**config.mk**
```make
export PLATFORM = sky130hd
export DESIGN_NAME = huff_pair_decoder
export DESIGN_NICKNAME = d
export VERILOG_FILES = /design/src/rtl/mp3_huff_pkg.sv /design/src/rtl/huff_pair_decoder_lut.sv /design/src/rtl/huff_pair_decoder.sv
export SDC_FILE = /design/constraint.sdc
export NUM_CORES = 1
export LEC_CHECK = 0
export ABC_AREA = 1
export ABC_CLOCK_PERIOD_IN_PS = 4550
export CORE_MARGIN = 5
export CORE_UTILIZATION = 41
export DETAILED_ROUTE_END_ITERATION = 12
export GPL_TIMING_DRIVEN = 0
export RECOVER_POWER = 25
export REMOVE_ABC_BUFFERS = 1
export SLEW_MARGIN = 20
export SYNTH_ARGS = -nofsm -noshare
export SYNTH_HDL_FRONTEND = slang
export SYNTH_SLANG_ARGS = --single-unit
export TNS_END_PERCENT = 10
```
**constraint.sdc**
```tcl
create_clock -name clk -period 4.55 [get_ports clk]
set_input_delay 0.455 -clock clk [delete_from_list [all_inputs] [get_ports clk]]
set_output_delay 0.455 -clock clk [all_outputs]
set_load 0.1 [all_outputs]
```
**src/rtl/mp3_huff_pkg.sv**
```systemverilog
// Shared types, codeword tables and per-table limits for the MP3 big_values pair decoders.
package mp3_huff_pkg;

   localparam int CW_W        = 8;
   localparam int CNT_W       = 4;
   localparam int LIN_W       = 4;
   localparam int EXT_W       = 13;
   localparam int TBL_ID_STUB = 0;
   localparam int TBL5_N      = 16;
   localparam int STUB_N      = 2;

   typedef enum logic [2:0] {
      S_CW,
      S_LINX,
      S_SGNX,
      S_LINY,
      S_SGNY
   } huff_state_e;

   typedef struct packed {
      logic [CW_W-1:0]  code;
      logic [CNT_W-1:0] len;
      logic [3:0]       x;
      logic [3:0]       y;
   } cw_entry_t;

   // Codes are right-aligned: the last bit received sits in bit 0.
   localparam cw_entry_t TBL5 [TBL5_N] = '{
      '{8'h01, 4'd1, 4'd0, 4'd0},
      '{8'h02, 4'd3, 4'd0, 4'd1},
      '{8'h06, 4'd6, 4'd0, 4'd2},
      '{8'h05, 4'd7, 4'd0, 4'd3},
      '{8'h03, 4'd3, 4'd1, 4'd0},
      '{8'h01, 4'd3, 4'd1, 4'd1},
      '{8'h04, 4'd6, 4'd1, 4'd2},
      '{8'h04, 4'd7, 4'd1, 4'd3},
      '{8'h07, 4'd6, 4'd2, 4'd0},
      '{8'h05, 4'd6, 4'd2, 4'd1},
      '{8'h07, 4'd7, 4'd2, 4'd2},
      '{8'h01, 4'd8, 4'd2, 4'd3},
      '{8'h06, 4'd7, 4'd3, 4'd0},
      '{8'h01, 4'd6, 4'd3, 4'd1},
      '{8'h01, 4'd7, 4'd3, 4'd2},
      '{8'h00, 4'd8, 4'd3, 4'd3}
   };

   localparam cw_entry_t STUB_TBL [STUB_N] = '{
      '{8'h01, 4'd1, 4'd0, 4'd0},
      '{8'h01, 4'd2, 4'd0, 4'd1}
   };

   function automatic int max_cw_bits(input int table_id);
      case (table_id)
         TBL_ID_STUB: return 2;
         5:           return 8;
         default:     return CW_W;
      endcase
   endfunction

endpackage

```
**src/rtl/huff_pair_decoder_lut.sv**
```systemverilog
// Combinational codeword matcher: compares the bits gathered so far against the compiled table.
module huff_cw_lut
   import mp3_huff_pkg::*;
#(
   parameter int TABLE_ID = 5
)(
   input  logic [CW_W-1:0]  cw_buf_i,
   input  logic [CNT_W-1:0] cw_len_i,
   output logic             hit_o,
   output logic [3:0]       x_abs_o,
   output logic [3:0]       y_abs_o
);

   if (TABLE_ID == TBL_ID_STUB) begin : g_stub
      always_comb begin
         hit_o   = 1'b0;
         x_abs_o = '0;
         y_abs_o = '0;
         for (int i = 0; i < STUB_N; i++) begin
            if (cw_len_i == STUB_TBL[i].len && cw_buf_i == STUB_TBL[i].code) begin
               hit_o   = 1'b1;
               x_abs_o = STUB_TBL[i].x;
               y_abs_o = STUB_TBL[i].y;
            end
         end
      end
   end else begin : g_tbl5
      // Any other id falls back to table 5, the only full table compiled in.
      always_comb begin
         hit_o   = 1'b0;
         x_abs_o = '0;
         y_abs_o = '0;
         for (int i = 0; i < TBL5_N; i++) begin
            if (cw_len_i == TBL5[i].len && cw_buf_i == TBL5[i].code) begin
               hit_o   = 1'b1;
               x_abs_o = TBL5[i].x;
               y_abs_o = TBL5[i].y;
            end
         end
      end
   end

endmodule

```
**src/rtl/huff_pair_decoder.sv**
```systemverilog
// Bit-serial Huffman pair decoder: codeword match, escape linbits, signs, one signed (x,y) out.
//  state  | meaning
//  S_CW   | gathering codeword bits, matching after each bit
//  S_LINX | reading linbits extension for x (MSB first)
//  S_SGNX | reading sign bit of x
//  S_LINY | reading linbits extension for y (MSB first)
//  S_SGNY | reading sign bit of y
module huff_pair_decoder
   import mp3_huff_pkg::*;
#(
   parameter int TABLE_ID    = 5,
   parameter int MAX_CW_BITS = max_cw_bits(TABLE_ID),
   parameter int ESC_VAL     = 15,
   parameter int VAL_W       = 15
)(
   input  logic                    clk,
   input  logic                    rst,
   input  logic                    axiiv,
   input  logic                    axiid,
   input  logic [LIN_W-1:0]        linbits,
   output logic                    axiov,
   output logic                    err,
   output logic signed [VAL_W-1:0] x_val,
   output logic signed [VAL_W-1:0] y_val
);

   huff_state_e      state_q, state_d;
   logic [CW_W-1:0]  cw_q, cw_d, cw_shift;
   logic [CNT_W-1:0] cnt_q, cnt_d, cnt_inc;
   logic [LIN_W-1:0] lin_q, lin_d;
   logic [LIN_W-1:0] rem_q, rem_d;
   logic [EXT_W-1:0] ext_q, ext_d;
   logic [VAL_W-1:0] mag_x_q, mag_x_d, mag_y_q, mag_y_d;
   logic             neg_x_q, neg_x_d, neg_y;
   logic             axiov_q, axiov_d, err_q, err_d;
   logic [VAL_W-1:0] x_val_q, x_val_d, y_val_q, y_val_d;
   logic             go_x, go_y, finish;
   logic             lut_hit;
   logic [3:0]       lut_x, lut_y;

   function automatic logic is_esc(input logic [VAL_W-1:0] mag, input logic [LIN_W-1:0] lin);
      return (mag == VAL_W'(ESC_VAL)) && (lin != '0);
   endfunction

   // Lookup sees the buffer including the bit arriving this cycle.
   assign cw_shift = {cw_q[CW_W-2:0], axiid};
   assign cnt_inc  = cnt_q + CNT_W'(1);

   huff_cw_lut #(.TABLE_ID(TABLE_ID)) u_lut (
      .cw_buf_i (cw_shift),
      .cw_len_i (cnt_inc),
      .hit_o    (lut_hit),
      .x_abs_o  (lut_x),
      .y_abs_o  (lut_y)
   );

   always_comb begin
      state_d = state_q;
      cw_d    = cw_q;
      cnt_d   = cnt_q;
      lin_d   = lin_q;
      rem_d   = rem_q;
      ext_d   = ext_q;
      mag_x_d = mag_x_q;
      mag_y_d = mag_y_q;
      neg_x_d = neg_x_q;
      neg_y   = 1'b0;
      axiov_d = 1'b0;
      err_d   = 1'b0;
      x_val_d = x_val_q;
      y_val_d = y_val_q;
      go_x    = 1'b0;
      go_y    = 1'b0;
      finish  = 1'b0;

      if (axiiv) begin
         unique case (state_q)
            S_CW: begin
               cw_d  = cw_shift;
               cnt_d = cnt_inc;
               if (cnt_q == '0) lin_d = linbits;
               if (lut_hit) begin
                  cw_d    = '0;
                  cnt_d   = '0;
                  mag_x_d = VAL_W'(lut_x);
                  mag_y_d = VAL_W'(lut_y);
                  neg_x_d = 1'b0;
                  go_x    = 1'b1;
               end else if (cnt_inc == CNT_W'(MAX_CW_BITS)) begin
                  cw_d  = '0;
                  cnt_d = '0;
                  err_d = 1'b1;
               end
            end
            S_LINX: begin
               ext_d = {ext_q[EXT_W-2:0], axiid};
               rem_d = rem_q - LIN_W'(1);
               if (rem_q == LIN_W'(1)) begin
                  mag_x_d = VAL_W'(ESC_VAL) + VAL_W'(ext_d);
                  if (mag_x_d != '0) state_d = S_SGNX;
                  else               go_y    = 1'b1;
               end
            end
            S_SGNX: begin
               neg_x_d = axiid;
               go_y    = 1'b1;
            end
            S_LINY: begin
               ext_d = {ext_q[EXT_W-2:0], axiid};
               rem_d = rem_q - LIN_W'(1);
               if (rem_q == LIN_W'(1)) begin
                  mag_y_d = VAL_W'(ESC_VAL) + VAL_W'(ext_d);
                  if (mag_y_d != '0) state_d = S_SGNY;
                  else               finish  = 1'b1;
               end
            end
            S_SGNY: begin
               neg_y  = axiid;
               finish = 1'b1;
            end
            default: state_d = S_CW;
         endcase
      end

      if (go_x) begin
         if (is_esc(mag_x_d, lin_d)) begin
            state_d = S_LINX;
            rem_d   = lin_d;
            ext_d   = '0;
         end else if (mag_x_d != '0) begin
            state_d = S_SGNX;
         end else begin
            go_y = 1'b1;
         end
      end

      if (go_y) begin
         if (is_esc(mag_y_d, lin_d)) begin
            state_d = S_LINY;
            rem_d   = lin_d;
            ext_d   = '0;
         end else if (mag_y_d != '0) begin
            state_d = S_SGNY;
         end else begin
            finish = 1'b1;
         end
      end

      // Returning to S_CW here lets a bit in the axiov cycle start the next codeword.
      if (finish) begin
         state_d = S_CW;
         axiov_d = 1'b1;
         x_val_d = neg_x_d ? (~mag_x_d + VAL_W'(1)) : mag_x_d;
         y_val_d = neg_y   ? (~mag_y_d + VAL_W'(1)) : mag_y_d;
      end
   end

   always_ff @(posedge clk) begin
      if (rst) begin
         state_q <= S_CW;
         cw_q    <= '0;
         cnt_q   <= '0;
         lin_q   <= '0;
         rem_q   <= '0;
         ext_q   <= '0;
         mag_x_q <= '0;
         mag_y_q <= '0;
         neg_x_q <= 1'b0;
         axiov_q <= 1'b0;
         err_q   <= 1'b0;
         x_val_q <= '0;
         y_val_q <= '0;
      end else begin
         state_q <= state_d;
         cw_q    <= cw_d;
         cnt_q   <= cnt_d;
         lin_q   <= lin_d;
         rem_q   <= rem_d;
         ext_q   <= ext_d;
         mag_x_q <= mag_x_d;
         mag_y_q <= mag_y_d;
         neg_x_q <= neg_x_d;
         axiov_q <= axiov_d;
         err_q   <= err_d;
         x_val_q <= x_val_d;
         y_val_q <= y_val_d;
      end
   end

   assign axiov = axiov_q;
   assign err   = err_q;
   assign x_val = x_val_q;
   assign y_val = y_val_q;

endmodule

```
Word level (Yosys, flattened, before mapping)
Index checks and enable logic that the tools add are counted.
{ "word_totals": {"reg_bits": 98, "elab_cells": 177, "in_bits": 8, "out_inout_bits": 32} }
{ "op_classes": {"muxes": 106, "n_eq_ne": 19, "n_reduce_logical": 30, "addsub": 5, "bitwise_logic": 4} }
{ "op_table": {"columns": ["cell", "count"], "rows": [
  ["15-bit two-way mux", 8],
  ["13-bit two-way mux", 6],
  ["15-bit case mux with 2 select lines", 2],
  ["15-bit nonzero test", 3],
  ["2-bit two-way mux", 22],
  ["4-bit two-way mux", 11],
  ["1-bit two-way mux", 40],
  ["3-bit two-way mux", 11],
  ["8-bit by 3-bit equality test with 1-bit output (second input constant)", 4],
  ["15-bit by 1-bit adder with 15-bit output (second input constant)", 2],
  ["15-bit by 4-bit equality test with 1-bit output (second input constant)", 2],
  ["15-bit inverter", 2],
  ["1-bit logical AND", 18],
  ["8-bit by 2-bit equality test with 1-bit output (second input constant)", 2],
  ["4-bit by 13-bit adder with 14-bit output (first input constant)", 1],
  ["7-bit two-way mux", 2],
  ["3-bit case mux with 3 select lines", 1],
  ["4-bit by 1-bit equality test with 1-bit output (second input constant)", 2],
  ["4-bit by 3-bit equality test with 1-bit output (second input constant)", 2],
  ["8-bit by 1-bit equality test with 1-bit output (second input constant)", 1],
  ["8-bit zero test", 1],
  ["3-bit by 2-bit equality test with 1-bit output (second input constant)", 2],
  ["1-bit case mux with 2 select lines", 3],
  ["4-bit by 1-bit adder with 4-bit output (second input constant)", 1],
  ["other kinds (13)", 15]
]} }

Logic depth before layout (Yosys ltp)
Gate-level depths: netlist (run 1).
{ "logic_depth": {"word_depth": 29, "depth_mapped": 29, "depth_no_buf": 27} }

Cells and area by module
A second synthesis (run 1) with hierarchy kept.
{ "hier_totals": {"cells_unflattened": 952, "area_unflattened_um2": 6067.1} }
{ "modules_own_cells": {"columns": ["module", "seq_area_each_um2", "area_per_inst_um2", "cells_per_inst", "n_inst"], "rows": [
  ["huff_pair_decoder", 1941.9, 5661.7, 872, 1],
  ["huff_cw_lut", 0.0, 405.4, 80, 1]
]} }

Least setup slack after synthesis (run 1)
No wires, ideal clock.
{ "synth_timing": {"path_kind": "flip-flop to flip-flop", "from": "register cnt_q[0]", "to": "register x_val_q[10] (netlist: x_val[10])", "path_slack_ps": 1094, "n_path_buf": 3, "arrival_ps": 3338, "setup_time_ps": 118, "period_less_slack_ps": 3456, "required_ps": 4432, "path_stages_with_launch": 28, "cell_sequence": "dfxtp_1 ha_1 nor2_1 nor2_8 nand3_2 nor2_1 nor2_1 nand2_1 nor2_4 nand2_4 buf_6 o21ai_0 inv_1 nand2_1 a21oi_1 inv_1 ha_1 nand3_1 nor2_1 nand3_1 nor2_2 nand2_4 nand3_4 inv_2 buf_6 buf_6 nand2_1 nand2_1"} }
{ "synth_via": {"elab_cells_between_ends": 97, "cone_classes": "2 x add/sub; 7 x eq/ne; 65 x mux; 1 x bitwise; 22 x reduce/logical"} }
{ "synth_rtl": {"columns": ["element", "line", "source"], "rows": [
  ["start: declaration", "huff_pair_decoder.sv:29", "logic [CNT_W-1:0] cnt_q, cnt_d, cnt_inc;"],
  ["start signal: assignment", "huff_pair_decoder.sv:176", "cnt_q <= cnt_d;"],
  ["4-bit by 1-bit adder with 4-bit output (*)", "huff_pair_decoder.sv:47", "assign cnt_inc = cnt_q + CNT_W'(1);"],
  ["4-bit by 1-bit equality test with 1-bit output", "huff_pair_decoder_lut.sv:34", "if (cw_len_i == TBL5[i].len && cw_buf_i == TBL5[i].code) begin"],
  ["1-bit logical AND", "huff_pair_decoder_lut.sv:34", null],
  ["1-bit two-way mux (16 in series)", "huff_pair_decoder_lut.sv:34", null],
  ["15-bit two-way mux (*)", "huff_pair_decoder.sv:82", "if (lut_hit) begin"],
  ["15-bit case mux with 2 select lines (*)", "huff_pair_decoder.sv:77", "unique case (state_q)"],
  ["15-bit two-way mux (*)", "huff_pair_decoder.sv:76", "if (axiiv) begin"],
  ["net mag_y_d[0]", "huff_pair_decoder.sv:33", "logic [VAL_W-1:0] mag_x_q, mag_x_d, mag_y_q, mag_y_d;"],
  ["15-bit nonzero test / 15-bit by 4-bit equality test with 1-bit output (equally long branches)", "huff_pair_decoder.sv:142, huff_pair_decoder.sv:42", null],
  ["1-bit two-way mux / 1-bit logical AND (equally long branches)", "huff_pair_decoder.sv:142, huff_pair_decoder.sv:42", null],
  ["1-bit two-way mux (*)", "huff_pair_decoder.sv:138", "if (is_esc(mag_y_d, lin_d)) begin"],
  ["1-bit two-way mux (*)", "huff_pair_decoder.sv:137", "if (go_y) begin"],
  ["end signal: assignment", "huff_pair_decoder.sv:185", "x_val_q <= x_val_d;"],
  ["end: declaration", "huff_pair_decoder.sv:36", "logic [VAL_W-1:0] x_val_q, x_val_d, y_val_q, y_val_d;"]
]} }
Mark *: on every way through the listed nets, which the timed path passes. The rest lies on a longest branch.
A chain may end at the register's enable or synchronous reset.

Worst setup path in the final report (run 1)
{ "layout_timing": {"from": "input port axiid", "to": "register y_val_q[8] (netlist: y_val[8])"} }
{ "layout_via": {"elab_chain_cells": 26, "elab_cells_between_ends": 103, "cone_classes": "2 x add/sub; 9 x eq/ne; 69 x mux; 1 x bitwise; 22 x reduce/logical"} }
{ "layout_rtl": {"columns": ["element", "line", "source"], "rows": [
  ["start: declaration", "huff_pair_decoder.sv:19", "input logic axiid,"],
  ["parallel branches: the longest is 26 deep, another holds 8-bit by 1-bit equality test with 1-bit output", null, null],
  ["end signal: assignment", "huff_pair_decoder.sv:186", "y_val_q <= y_val_d;"],
  ["end: declaration", "huff_pair_decoder.sv:36", null]
]} }
Several ways; the timed one is not identified.

==> results of run 1 <==
cells by family after synthesis:
family / after synthesis / synth area share [%]
DFF: 97 / 30.62
buffers and inverters: 155 / 9.923
AOI/OAI and AO/OA: 130 / 11.36
xor gates and xnor gates: 17 / 2.348
adders and majority gates: 10 / 1.973
and+or+nand+nor: 607 / 43.78
final timing paths:
kind                   from   endpoint  slack [ps]  depth (start not counted)
setup reg to reg   rem_q[1]   rem_q[0]         500                         15
hold reg to reg   x_val[11]  x_val[11]         440                          2
setup / recovery      axiid   y_val[8]         380                         24
hold / removal    x_val[11]  x_val[11]         440                          2
registers in the layout (all words and copies together), names as in the netlist:
| signal | count |
|---|---|
| axiov | 1 |
| cnt_q | 4 |
| cw_q | 7 |
| err | 1 |
| ext_q | 12 |
| lin_q | 4 |
| mag_x_q | 15 |
| mag_y_q | 15 |
| neg_x_q | 1 |
| rem_q | 4 |
| state_q | 3 |
| x_val | 15 |
| y_val | 15 |
worst max-delay path, stage by stage:
cell             delay [ps]
clkdlybuf4s50_1         650
inv_2                   180
nor2_4                  120
inv_2                    60
nor2_4                  190
inv_2                    90
nor2_2                  140
nor2_1                   80
nand2_2                 120
nor2_8                   50
nand2_4                 180
nand3_1                 110
nand2_1                  90
nand2_1                  80
a21oi_1                 340
ha_1                    260
nand3_1                  90
nor2_1                  200
nand3_1                 190
nor2_2                  190
nand2_4                  90
nand2_4                 250
nand3b_1                130
nand2_1                 110
stage by stage:
stage	cells	hold slack, ps	utilization (%)
6_report	1226	440.8	46.83
5_1_grt	1226	460.3	46.83
4_1_cts	1225	449.4	46.70
3_5_place_dp	1209	433.0	44.69
3_3_place_gp	1209	427.6	44.71
2_1_floorplan	982	450.6	-
cells in the final DEF (no fill, tap or decap), types with 2 or more instances in the layout:
| cell type | netlist | layout |
|---|---|---|
| a21oi_1 | 44 | 43 |
| a21oi_2 | 1 | 2 |
| a22oi_1 | 3 | 3 |
| clkbuf_16 | 0 | 9 |
| clkdlybuf4s50_1 | 0 | 6 |
| clkinv_2 | 1 | 3 |
| clkinvlp_4 | 0 | 2 |
| dfxtp_1 | 97 | 97 |
| dlygate4sd3_1 | 0 | 31 |
| ha_1 | 10 | 10 |
| inv_1 | 104 | 102 |
| inv_2 | 14 | 14 |
| inv_4 | 1 | 2 |
| inv_8 | 0 | 2 |
| nand2_1 | 288 | 288 |
| nand2_2 | 15 | 14 |
| nand2_4 | 3 | 4 |
| nand3_1 | 98 | 98 |
| nand3_2 | 3 | 3 |
| nand3_4 | 3 | 3 |
| nand3b_1 | 10 | 10 |
| nand4_1 | 18 | 18 |
| nor2_1 | 128 | 128 |
| nor2_2 | 13 | 13 |
| nor2_4 | 10 | 10 |
| nor2_8 | 2 | 2 |
| nor3_1 | 11 | 11 |
| nor4_1 | 2 | 2 |
| o211ai_1 | 13 | 13 |
| o21ai_0 | 50 | 50 |
| o21ai_1 | 12 | 12 |
| o22ai_1 | 2 | 2 |
| xnor2_1 | 3 | 3 |
| xor2_1 | 14 | 14 |
final cells by class:
| cell class | instances | share of cell area [%] |
|---|---|---|
| Inverter | 121 | 6.520 |
| Clock buffer | 9 | 3.163 |
| Sequential cell | 97 | 27.28 |
| Clock inverter | 7 | 1.107 |
| Timing Repair Buffer | 39 | 5.466 |
| Multi-Input combinational cell | 764 | 53.09 |
| Timing Repair inverter | 1 | 0.07030 |
| Tap cell | 188 | 3.304 |
what timing repair did:
item,CTS,global route
cloned,0,1
setup endpoints to repair,50,47
gates resized for setup,3,5
buffers inserted,0,0
layer usage:
layer	global-route usage, %	part of all wire [%]	wire length, um	vias up
met5	0	0	0	-
li1	-	-	-	3299
met2	30.95	46	7892	114
met3	2.888	4.8	816	20
met1	26.13	48	8160	2818
met4	6.222	1.6	274	0
power groups by stage:
stage / sequential, mW / combinational (mW) / clock, mW
2_1_floorplan: 0.921 / 0.260 / 0
3_3_place_gp: 0.900 / 0.396 / 0
3_5_place_dp: 0.900 / 0.397 / 0
4_1_cts: 0.881 / 0.399 / 0.831
5_1_grt: 0.883 / 0.443 / 0.865
6_report: 0.881 / 0.400 / 0.806
==> run summary, run 1 <==
Ant. Diodes: 0
Crit-path max FO: 29
P_sw: 0.6835 mW
Largest net degree at the start of global routing: 59
GRT Residual Overflow: 0
Synth Cell Area: 6342 sq um
Number of buffers inserted during clock tree synthesis: 9
Clk_lat worst skew: 360 ps
Post-placement setup slack: -828.4 ps
Critical path arrival: 4470 ps
Pwr dens: 293.1 nW/um^2
Clock skew: 10.41 ps
FF+latch count, synth: 97
Reg clk slew, reported paths: 70 ps
Clock power share: 38.6%
Final TNS setup: 0 ps
Rows: 45
Max Slew Vio Count: 0
Multi-input logic area: 3780 sq um
Dominant synthesized flop cell: dfxtp_1
Via count: 6251
DIE AREA: 18060 sq um
CTS tree: done
Comb pwr share: 19.2%
Hold-fix buffers, CTS: 0
Starting density of the core: 41.72%
Unrepaired setup endpoints after global routing: false
Required time worst endpoint: 4850 ps
Syn-to-layout area delta: 12.25%
Die Y-Extent: 134.4 um
Drt pass-1 iters: 5
Max IR drop VDD: 172.1 uV
Switching part of the total: 32.76%
Max transition margin: 33.90%
Async set-reset flop share out of synthesis: 0%
DP HPWL: 12420 um
GPL Wtd Cong: 0.8997
CP Launch Type: primary input
EDFF count, synth: 0
Register area: 1942 sq um
Register area share after synthesis: 30.62%
NumNets Final: 1051
Core Area: 15200 sq um
# Max-Cap Violations: 0
Cell Int Power: 1.403 mW
Clock Tree Buf Depth: 2
Cell variety after synth: 43
FILL cells: 1641
DRT iter0 DRCs: 438
Flop pwr share: 42.2%
Post-DP Area: 6794 sq um
Cell area after layout: 7119 sq um
Most frequent cells after synthesis: nand2_1 (288), nor2_1 (128), inv_1 (104)
Fmax: 239.9 MHz
Post-layout minimum cycle time: 4168 ps
Routed wire length: 17140 um
Syn Area/Cell: 6.242 sq um
IO Count: 40
WL/cell: 13.98 um
Yosys warns: 0
Dominant cell by count in the synthesized netlist: nand2_1
CP Capture Type: flip-flop
Area leader, netlist: dfxtp_1
First-pass GRT wire length: 27950 um
DR vias/cell: 5.099
Setup WS post-layout: 381.7 ps
Vias in the first global route: 5573
P_leak: 3.319 nW
Overall Power: 2.086 mW
Final setup viols: 0
Clock root cell: clkbuf_16
Residual DRC: 0
Share of layout cells above drive strength 1: 8.767%
Synth area leaders: dfxtp_1 (31%), nand2_1 (17%), nand3_1 (7.7%)
PortBufs: 39
Final ANT Viol Nets: 0
Period utilization: 91.61%
Status: complete, no violations
Slew @ Worst Pin: 988.2 ps
GR Util All Layers: 19.10%
Post-synth top area share: 30.62%
Syn Inst Count: 1016
Total clock sinks: 97
Final hold vios: 0
Hold Path Class: flip-flop to flip-flop
Clock H-tree levels: 3
WS Path Type: primary input to flip-flop
Initial antenna violation count: 0
Die X: 134.4 um
Note: power is estimated with default switching activity, not from simulation.
==> run 2: changes to the inputs <==
--- a/config.mk
+++ b/config.mk
@@ -7,10 +7,12 @@
 export LEC_CHECK = 0
 export ABC_AREA = 1
 export ABC_CLOCK_PERIOD_IN_PS = 4550
+export CELL_PAD_IN_SITES_DETAIL_PLACEMENT = 0
+export CELL_PAD_IN_SITES_GLOBAL_PLACEMENT = 1
 export CORE_MARGIN = 5
-export CORE_UTILIZATION = 41
+export CORE_UTILIZATION = 42
 export DETAILED_ROUTE_END_ITERATION = 12
-export GPL_TIMING_DRIVEN = 0
+export PLACE_DENSITY_LB_ADDON = 0.1
 export RECOVER_POWER = 25
 export REMOVE_ABC_BUFFERS = 1
 export SLEW_MARGIN = 20
==> run summary, run 2 (synthesis results as in run 1) <==
Flop pwr share: 40.8%
Hold Path Class: flip-flop to flip-flop
First-pass GRT wire length: 30180 um
CTS tree: done
Residual DRC: 0
Starting density of the core: 42.19%
DR vias/cell: 5.101
Initial antenna violation count: 0
IO Count: 40
Fmax: 245.6 MHz
Final setup viols: 0
Drt pass-1 iters: 5
Ant. Diodes: 0
Required time worst endpoint: 4850 ps
Routed wire length: 18300 um
Slowest stage cell, crit path: clkdlybuf4s50_1
Share of layout cells above drive strength 1: 9.238%
Total clock sinks: 97
CP most frequent cell: nand3_1
Rows: 45
Final hold vios: 0
Max IR drop VDD: 194.4 uV
Final ANT Viol Nets: 0
Clock skew: 5.457 ps
Switching part of the total: 31.30%
Largest net degree at the start of global routing: 39
Die X: 132.9 um
GR Util All Layers: 21.02%
Via count: 6315
Core Area: 15030 sq um
Slew @ Worst Pin: 980.9 ps
Commonest non-fill, non-tap cells in the layout: nand2_1 (288), nor2_1 (129), inv_1 (104)
Placed cells: 1222
Status: complete, no violations
Max Slew Vio Count: 0
GRT Residual Overflow: 0
PortBufs: 39
Syn-to-layout area delta: 13.67%
Pwr dens: 299.4 nW/um^2
Clock Tree Buf Depth: 2
WS Path Type: primary input to flip-flop
WL/cell: 14.79 um
Period utilization: 89.48%
Setup WS post-layout: 478.8 ps
Hold-fix buffers, CTS: 0
GPL Wtd Cong: 0.8872
DRT iter0 DRCs: 475
DP HPWL: 13610 um
Final TNS setup: 0 ps
P_sw: 0.6757 mW
Unrepaired setup endpoints after global routing: false
Crit-path max FO: 29
CP Capture Type: flip-flop
Post_cts resized: 0
Critical path arrival: 4370 ps
Post-placement setup slack: 134.3 ps
Clock H-tree levels: 3
Clock power share: 40.0%
P_leak: 3.392 nW
Max transition margin: 34.39%
DIE AREA: 17660 sq um
# Max-Cap Violations: 0
Non-Filler Instances: 1238
Most common cell after layout, fill and taps aside: nand2_1
Post-layout minimum cycle time: 4071 ps
Cell Int Power: 1.483 mW
CP Launch Type: primary input
Reg clk slew, reported paths: 70 ps
Clock root cell: clkbuf_16
Postcts setup bufs: 0
Number of buffers inserted during clock tree synthesis: 9
Comb pwr share: 19.3%
CP cell instances: clkdlybuf4s50_1 > inv_2 > nor2_4 > inv_2 > nor2_4 > inv_2 > nor2_2 > nor2_1 > nand2_2 > nor2_8 > nand2_4 > nand3_1 > nand2_1 > nand2_1 > a21oi_1 > ha_1 > nand3_1 > nor2_1 > nand3_1 > nor2_2 > nand2_4 > nand2_2 > nand3_1 > nand2_1
NumNets Final: 1063
Vias in the first global route: 5850
Slowest stage delay, CP: 610 ps
Reg2Reg Setup Slack: 540 ps
FILL cells: 1636
Clk_lat worst skew: 350 ps
Die Y-Extent: 132.9 um
## run 2: cell types whose count changed in the layout (fill, tap and decap cells not counted), sizes merged
cell	delta
buf	+13
clkinv	-3
clkbuf	+2
clkinvlp	-2
bufinv	+1
clkdlybuf4s15	-1
clkdlybuf4s50	+1
inv	+1
## run 2: power groups by stage
stage,Sequential [mW],Combinational (mW),Clock (mW)
after global routing,0.882,0.463,0.913
final,0.880,0.416,0.862
after detailed placement,0.901,0.419,0
after CTS,0.881,0.420,0.880
after floorplan,0.921,0.260,0
after global placement,0.901,0.419,0
## run 2: per-stage QoR
stage | util [%] | cell area (sq um) | power [mW] | hold WS (ps)
6_report | 47.96 | 7209 | 2.159 | 441.3
5_1_grt | 47.96 | 7209 | 2.258 | 466.7
4_1_cts | 48.01 | 7217 | 2.181 | 449.4
3_5_place_dp | 45.83 | 6889 | 1.319 | 433.5
3_3_place_gp | 45.83 | 6889 | 1.320 | 428.7
2_1_floorplan | - | 6171 | 1.181 | 450.6
## run 2: final timing paths
kind / start / depth (start not counted) / end
max: axiid / 24 / x_val[2]
min: x_val[12] / 2 / x_val[12]
max reg2reg: cnt_q[1] / 23 / x_val[2]
min reg2reg: x_val[12] / 2 / x_val[12]
## run 2: routing by layer
layer  vias up  part of all wire, %  global-route usage, %
met1      2848                   49                  28.86
met5         -                    0                      0
li1       3320                    -                      -
met2       118                   45                  33.66
met4         0                  2.5                  7.506
met3        29                  4.2                  2.966
## run 2: worst max-delay path, delay by kind of cell
kind / cells / cell delay (ps)
buffers and inverters: 4 / 900
adder cells (fa/ha/maj): 1 / 230
AO/OA/AOI/OAI: 1 / 210
AND/OR/NAND/NOR: 18 / 2560
## run 2: final cells by class
cell class / instances / area (sq um) / area share, %
inverters: 121 / 457.9 / 6.352
multi-input cells: 764 / 3764 / 52.20
well taps: 188 / 235.2 / 3.263
repair buffers: 52 / 483.0 / 6.699
flip-flops and latches: 97 / 1942 / 26.94
clock inverters: 5 / 85.08 / 1.180
clock buffers: 11 / 242.7 / 3.367
==> run 3: changes to the inputs <==
--- a/config.mk
+++ b/config.mk
@@ -9,6 +9,7 @@
 export ABC_CLOCK_PERIOD_IN_PS = 4550
 export CELL_PAD_IN_SITES_DETAIL_PLACEMENT = 0
 export CELL_PAD_IN_SITES_GLOBAL_PLACEMENT = 1
+export CORE_ASPECT_RATIO = 1.2
 export CORE_MARGIN = 5
 export CORE_UTILIZATION = 42
 export DETAILED_ROUTE_END_ITERATION = 12
==> run summary, run 3 (synthesis results as in run 1) <==
Status: complete, no violations
Max transition margin: 34.19%
Slew @ Worst Pin: 983.9 ps
CP Launch Type: flip-flop
Required time worst endpoint: 4840 ps
First-pass GRT wire length: 30500 um
Rows: 49
GPL Wtd Cong: 0.9296
WL/cell: 14.87 um
Final TNS setup: 0 ps
Vias in the first global route: 5940
Switching part of the total: 31.33%
DR vias/cell: 5.064
Clk_lat worst skew: 350 ps
Postcts setup bufs: 0
Overall Power: 2.153 mW
Final setup viols: 0
IO Count: 40
Clock H-tree levels: 3
Core Area: 14900 sq um
Die Y-Extent: 144.6 um
Syn-to-layout area delta: 14.22%
Die X: 122.2 um
Largest net degree at the start of global routing: 59
Post-placement setup slack: 314.4 ps
NumNets Final: 1065
Routed wire length: 18670 um
Clock root cell: clkbuf_16
Reg2Reg Setup Slack: 500 ps
Cell Int Power: 1.478 mW
Period utilization: 89.03%
Most common cell after layout, fill and taps aside: nand2_1
Share of layout cells above drive strength 1: 9.506%
CP cell instances: nor2_1 > inv_2 > nor2_4 > inv_2 > nor2_4 > inv_2 > nand2_2 > inv_2 > a21oi_1 > a21oi_1 > inv_1 > ha_1 > nand3_1 > nor2_1 > nand3_1 > nor2_2 > nand2_4 > nand2_2 > buf_4 > nand2_1 > o21ai_1
Hold_ws: 441.4 ps
Max Slew Vio Count: 0
Pwr dens: 297.2 nW/um^2
CTS tree: done
CP Capture Type: flip-flop
Crit-path max FO: 23
PortBufs: 39
Unrepaired setup endpoints after global routing: false
DIE AREA: 17670 sq um
DRT iter0 DRCs: 386
Reg clk slew, reported paths: 70 ps
Slowest stage delay, CP: 540 ps
Critical path arrival: 4340 ps
Via count: 6360
Hold-fix buffers, CTS: 0
P_sw: 0.6744 mW
Flop pwr share: 40.9%
# Max-Cap Violations: 0
P_leak: 3.401 nW
Clock power share: 39.7%
Post-layout minimum cycle time: 4051 ps
Starting density of the core: 42.57%
Fmax: 246.9 MHz
Final ANT Viol Nets: 0
DP HPWL: 13930 um
Slowest stage cell, crit path: nor2_1
Initial antenna violation count: 0
Total clock sinks: 97
Clock skew: 9.185 ps
FILL cells: 1657
GRT Residual Overflow: 0
Clock Tree Buf Depth: 2
CP most frequent cell: inv_2
Comb pwr share: 19.4%
Commonest non-fill, non-tap cells in the layout: nand2_1 (288), nor2_1 (129), inv_1 (104)
GR Util All Layers: 22.07%
Residual DRC: 0
Setup WS post-layout: 499.3 ps
Drt pass-1 iters: 5
WS Path Type: flip-flop to flip-flop
Final hold vios: 0
Ant. Diodes: 0
Hold Path Class: flip-flop to flip-flop
Max IR drop VDD: 232.8 uV
Post_cts resized: 0
Number of buffers inserted during clock tree synthesis: 9
## run 3: worst paths after layout
path,from,endpoint,cells after the start
hold reg to reg,x_val[12],x_val[12],2
setup reg to reg,state_q[1],y_val[13],21
setup / recovery,state_q[1],y_val[13],21
hold / removal,x_val[12],x_val[12],2
## run 3: critical path, delay by kind of cell (launching register included)
family	cells	cell delay (ps)
AOI/OAI and AO/OA	3	350
and+or+nand+nor	11	2000
buffers and inverters	6	1030
DFF	1	380
adders and majority gates	1	200
## run 3: layer usage
metal | global-route usage (%) | share of wire, %
met4 | 8.019 | 2.9
met1 | 27.38 | 45
met5 | 0 | 0
met3 | 3.247 | 3.6
met2 | 38.85 | 49
## run 3: area by class of cell
class                           instances  area (sq um)  share of cell area [%]
Tap cell                              204         255.2                   3.523
Inverter                              121         457.9                   6.321
Timing Repair Buffer                   54         498.0                   6.874
Clock inverter                          6         88.84                   1.226
Clock buffer                           10         239.0                   3.299
Multi-Input combinational cell        764          3764                   51.95
Sequential cell                        97          1942                   26.80
## run 3: power groups by stage
stage	Sequential (mW)	Clock, mW	Combinational [mW]
floorplan	0.921	0	0.260
global placement	0.901	0	0.418
detailed placement	0.902	0	0.420
CTS	0.881	0.878	0.421
global route	0.883	0.915	0.465
finish	0.881	0.854	0.418
## run 3: stage by stage
step	cell area [sq um]	cells	util [%]
after CTS	7252	1256	48.68
final	7244	1256	48.63
after detailed placement	6924	1240	46.48
after global routing	7244	1256	48.63
after floorplan	6171	982	-
after global placement	6924	1240	46.48
